===== src/rtl/dzcpu_useq_pkg.sv =====
// Shared definitions for the dzcpu micro-sequencer:
// uop control codes and sequencer state encodings.
package dzcpu_useq_pkg;

  typedef enum logic [1:0] {
    S_FETCH    = 2'd0,
    S_DECODE   = 2'd1,
    S_CBDECODE = 2'd2,
    S_EXEC     = 2'd3
  } state_t;

  localparam logic [3:0] CTL_OP         = 4'd0;
  localparam logic [3:0] CTL_INC        = 4'd1;
  localparam logic [3:0] CTL_EOF        = 4'd2;
  localparam logic [3:0] CTL_INC_EOF    = 4'd3;
  localparam logic [3:0] CTL_EOF_FU     = 4'd4;
  localparam logic [3:0] CTL_INC_EOF_FU = 4'd5;
  localparam logic [3:0] CTL_INC_EOF_Z  = 4'd6;
  localparam logic [3:0] CTL_JCB        = 4'd7;
  localparam logic [3:0] CTL_NOP        = 4'd8;

endpackage


===== src/rtl/dzcpu_useq.sv =====
// dzcpu micro-sequencer: fetch, decode, uop execution.
// Define DZCPU_USEQ_CB_EN to enable the CB-prefix (jcb) path.
module dzcpu_useq
  import dzcpu_useq_pkg::*;
(
  input  logic       iClock,
  input  logic       iReset,
  input  logic [7:0] iMemData,
  input  logic       iMemBusy,
  input  logic [7:0] iFlowIdx,
  input  logic [7:0] iCbFlowIdx,
  input  logic [3:0] iUopCtl,
  input  logic       iZFlag,
  output logic [7:0] oUopAddr,
  output logic       oUopValid,
  output logic       oPcInc,
  output logic       oFlagUpdate,
  output logic [7:0] oMop,
  output logic [7:0] oCbMop,
  output logic       oEof,
  output logic       oError
);

  state_t     r_state;
  state_t     w_nxt_state;
  logic [7:0] r_upc;
  logic [7:0] w_nxt_upc;
  logic [7:0] r_mop;
  logic       r_err;
  logic       w_ld_mop;
  logic       w_valid;
  logic       w_pc;
  logic       w_fu;
  logic       w_end;
  logic       w_err;
  logic       w_step;
`ifdef DZCPU_USEQ_CB_EN
  logic [7:0] r_cbmop;
  logic       w_ld_cb;
`endif

  always_comb begin
    w_nxt_state = r_state;
    w_nxt_upc   = r_upc;
    w_ld_mop    = 1'b0;
    w_valid     = 1'b0;
    w_pc        = 1'b0;
    w_fu        = 1'b0;
    w_end       = 1'b0;
    w_err       = 1'b0;
    w_step      = 1'b0;
`ifdef DZCPU_USEQ_CB_EN
    w_ld_cb     = 1'b0;
`endif
    unique case (r_state)
      S_FETCH: begin
        if (!iMemBusy) begin
          w_ld_mop    = 1'b1;
          w_nxt_state = S_DECODE;
        end
      end
      S_DECODE: begin
        w_nxt_upc   = iFlowIdx;
        w_nxt_state = S_EXEC;
      end
`ifdef DZCPU_USEQ_CB_EN
      S_CBDECODE: begin
        w_nxt_upc   = iCbFlowIdx;
        w_nxt_state = S_EXEC;
      end
`endif
      S_EXEC: begin
        if (!iMemBusy) begin
          w_valid = 1'b1;
          unique case (1'b1)
            (iUopCtl == CTL_OP) ||
            (iUopCtl == CTL_NOP): w_step = 1'b1;
            iUopCtl == CTL_INC: begin
              w_pc   = 1'b1;
              w_step = 1'b1;
            end
            iUopCtl == CTL_EOF: w_end = 1'b1;
            iUopCtl == CTL_INC_EOF: begin
              w_pc  = 1'b1;
              w_end = 1'b1;
            end
            iUopCtl == CTL_EOF_FU: begin
              w_fu  = 1'b1;
              w_end = 1'b1;
            end
            iUopCtl == CTL_INC_EOF_FU: begin
              w_pc  = 1'b1;
              w_fu  = 1'b1;
              w_end = 1'b1;
            end
            iUopCtl == CTL_INC_EOF_Z: begin
              w_pc   = iZFlag;
              w_end  = iZFlag;
              w_step = !iZFlag;
            end
`ifdef DZCPU_USEQ_CB_EN
            iUopCtl == CTL_JCB: begin
              w_pc        = 1'b1;
              w_ld_cb     = 1'b1;
              w_nxt_state = S_CBDECODE;
            end
`endif
            default: begin
              w_end = 1'b1;
              w_err = 1'b1;
            end
          endcase
          // Stepping past the last ROM word is a fault, not a wrap.
          if (w_step && r_upc == 8'hFF) begin
            w_end = 1'b1;
            w_err = 1'b1;
          end else if (w_step) begin
            w_nxt_upc = r_upc + 8'd1;
          end
          if (w_end) w_nxt_state = S_FETCH;
        end
      end
      default: w_nxt_state = S_FETCH;
    endcase
  end

  always_ff @(posedge iClock or negedge iReset) begin
    if (!iReset) begin
      r_state <= S_FETCH;
      r_upc   <= 8'd0;
      r_mop   <= 8'd0;
      r_err   <= 1'b0;
    end else begin
      r_state <= w_nxt_state;
      r_upc   <= w_nxt_upc;
      if (w_ld_mop) r_mop <= iMemData;
      if (w_err) r_err <= 1'b1;
    end
  end

`ifdef DZCPU_USEQ_CB_EN
  always_ff @(posedge iClock or negedge iReset) begin
    if (!iReset) r_cbmop <= 8'd0;
    else if (w_ld_cb) r_cbmop <= iMemData;
  end
  assign oCbMop = r_cbmop;
`else
  logic w_unused_cb;
  assign w_unused_cb = ^iCbFlowIdx;
  assign oCbMop      = 8'd0;
`endif

  assign oUopAddr    = r_upc;
  assign oUopValid   = w_valid;
  assign oPcInc      = w_pc;
  assign oFlagUpdate = w_fu;
  assign oEof        = w_end;
  assign oMop        = r_mop;
  assign oError      = r_err;

endmodule


===== config.mk =====
export PLATFORM = sky130hd
export DESIGN_NAME = dzcpu_useq
export DESIGN_NICKNAME = d
export VERILOG_FILES = /design/src/rtl/dzcpu_useq_pkg.sv /design/src/rtl/dzcpu_useq.sv
export SDC_FILE = /design/constraint.sdc
export NUM_CORES = 1
export LEC_CHECK = 0
export ABC_AREA = 1
export ABC_CLOCK_PERIOD_IN_PS = 4100
export CORE_MARGIN = 2
export CORE_UTILIZATION = 42
export DETAILED_ROUTE_END_ITERATION = 8
export PLACE_DENSITY = 0.93
export SYNTH_ARGS = -nofsm -noshare
export SYNTH_HDL_FRONTEND = slang
export SYNTH_SLANG_ARGS = --single-unit

===== constraint.sdc =====
create_clock -name iClock -period 4.1 [get_ports iClock]
set_input_delay 0.82 -clock iClock [delete_from_list [all_inputs] [get_ports iClock]]
set_output_delay 0.82 -clock iClock [all_outputs]
set_load 0.02 [all_outputs]

==> qor.yml <==
status:
  status: "completed"
flow_run:
  maxCapViolations: 0
min_path:
  hold-path-cell-count: 1
  holdPathEnd: "oError"
  min_from: "oError"
  hold_path_class: "reg -> reg"
sta:
  postLayoutSetupSlackWorst_ns: 0.721
  post-route-period-util: 0.824
  finalCriticalPeriod_ns: 3.38
  worst_slew_pin_slew_ns: 0.846
  slew_headroom: 0.435
  report.final.hold_viol_count: 0
  holdWs_ns: 0.472
  rsz0062_at_grt: "no"
  skew_ns: 0.00495
  setup_viol: 0
  setup-tns-final_ns: 0
  maxSlewViolCount: 0
  clock.fmax_mhz: 296
synth:
  synthArstFlopShare: 1.00
  synth_top_family_by_area: "simple AND/OR/NAND/NOR gates"
  synth_compound_area_frac: 0.0304
  ys_seq_area_frac: 0.399
  netlist_instances: 158
  ys_seq_elements: 19
  syn-cell-area_mm2: 0.00119
  synth_ff_type: "dfrtp_1"
  avgSynthCellArea_um2: 7.55
  yosys_warnings: 0
  ys_types: 23
  synthAdderAreaFrac: 0.0105
  synth_simple_gate_area_frac: 0.370
  synth_enable_flop_cells: 0
  synthXorXnorAreaFrac: 0
  synthMuxAreaShare: 0.0756
global_routing:
  grt_max_degree: 20
  grt_pass1_wl_mm: 3.97
  grt-ovfl-total: 0
  antenna_found_initial: 0
  grt_usage: 0.153
  grt_pass1_vias: 935
pwr:
  peakVddDrop_v: 0.000494
  power.leakage_nw: 0.802
  total_power_mw: 1.09
  power_per_cell_area_mw_per_mm2: 657
routing:
  num_vias: 1145
  drt_iter0_drc: 25
  wl_per_cell_um: 10.4
  drcViolationCount: 0
  routed_via_density: 4.87
  routed_wl_mm: 2.45
  ant_nets: 0
  drtPass1Iterations: 5
cts:
  max-clock-path-buffers: 2
  htreeDepth: 1
  postCtsHoldBufs: 0
  cts_buffers: 3
  cts-resized-gates: 0
  clk_pin_slew_ns: 0.11
  cts_sinks: 19
  clk_latency_ns: 0.30
  post_cts_buffers: 0
  root_buffer: "clkbuf_4"
  cts_tree: "done"
worst_setup_path:
  cp.arrival_ns: 2.56
  worstRegToRegCells: 9
  end_kind: "output port"
  cp-start-kind: "input port"
  critPathKind: "in -> out"
  critical_path_peak_fanout: 4
  reg2reg_slack_ns: 2.60
  worst_ep_required_time_ns: 3.28
  r2r-end: "oUopAddr[4]"
  rr_startpoint: "oUopAddr[0]"
die:
  die_area_mm2: 0.00328
  die_h_um: 57.3
  die_w_um: 57.3
  core_mm2: 0.00273
  fp-row-count: 19
  io_pins: 61
  start_util: 0.436
place:
  portBuffers: 44
  preCtsSetupSlack_ns: 0.729
  gp_congestion: 0.828
  hpwl_mm: 1.88
finish:
  final_common_cell: "nand2_1"
  num-fill-cells: 267
  fin_nets: 238
  final_cell_mix: "nand2_1, clkdlybuf4s50_1, nand3_1"
  diodes: 0
  final_layout_size_suffix_gt1_frac: 0.113
  area_delta_synth_final_pct: 39.2
[cells in the mapped netlist (2+ instances only)]
library cell | instances | area share
buf_4 | 8 | 0.050
o21ai_0 | 3 | 0.013
nand2_1 | 56 | 0.18
nand3_1 | 21 | 0.088
inv_2 | 3 | 0.0094
mux2_2 | 8 | 0.076
nand2_4 | 2 | 0.019
dfrtp_1 | 19 | 0.40
inv_1 | 15 | 0.047
nand2_2 | 2 | 0.010
nor2_1 | 9 | 0.028
[through the flow]
stage | instance area [µm²] | util | cells
finish | 1660 | 0.607 | 235
global route | 1660 | 0.607 | 235
CTS | 1660 | 0.607 | 235
detailed placement | 1630 | 0.597 | 231
global placement | 1630 | 0.597 | 231
floorplan | 1220 | - | 165
[cells by family (layout without fill, tap and decap cells)]
| group | Yosys count | in the layout |
|---|---|---|
| AOI/OAI and AO/OA | 6 | 6 |
| adders and majority gates | 1 | 1 |
| buffers and inverters | 27 | 66 |
| DFF | 19 | 19 |
| muxes | 8 | 8 |
| other | 1 | 8 |
| and+or+nand+nor | 96 | 96 |
[report_power, final]
group          internal [mW]  switching (mW)  leakage (nW)  total (mW)
Clock                 0.0364          0.0579        0.0177      0.0943
Combinational          0.288           0.343         0.557       0.631
Sequential             0.281          0.0847         0.227       0.365
Total                  0.605           0.486         0.802        1.09
[cell type report]
| cell class | instances | area, µm² | share of cell area |
|---|---|---|---|
| Inverter | 18 | 67.6 | 0.0407 |
| Clock buffer | 3 | 22.5 | 0.0136 |
| Clock inverter | 1 | 5.00 | 0.00301 |
| Tap cell | 31 | 38.8 | 0.0234 |
| Timing Repair Buffer | 44 | 440 | 0.265 |
| Sequential cell | 19 | 475 | 0.286 |
| Multi-Input combinational cell | 119 | 611 | 0.368 |
[critical path, stage by stage]
cell and delay, ns:
clkdlybuf4s50_1 0.50, nand2_1 0.08, inv_2 0.06, nand3_1 0.10, nand2_4 0.10, nand2_1 0.07, nand2_1 0.06, nand2_1 0.06
nor2_1 0.09, clkdlybuf4s50_1 0.62
[per-layer routing]
layer | vias to the layer above | GRT usage | share of wire
met5 | - | 0 | 0
met4 | 0 | 0.0399 | 0.0094
met3 | 5 | 0.0454 | 0.085
met2 | 50 | 0.245 | 0.45
met1 | 512 | 0.204 | 0.45
li1 | 578 | - | -
[sequential cells by signal, summed over array words and instances, names as in the netlist]
signal,flops
oError,1
oUopAddr,8
oMop,8
r_state,2
[worst max-delay path by stage]
stage / from / to / cells past startpoint
finish: iUopCtl[1] / oEof / 10
global route: iUopCtl[1] / oEof / 10
CTS: iUopCtl[1] / oEof / 10
detailed placement: iUopCtl[1] / oEof / 10
global placement: iUopCtl[1] / oEof / 10
floorplan: iMemBusy / oFlagUpdate / 3
(Power assumes the default switching activity.)
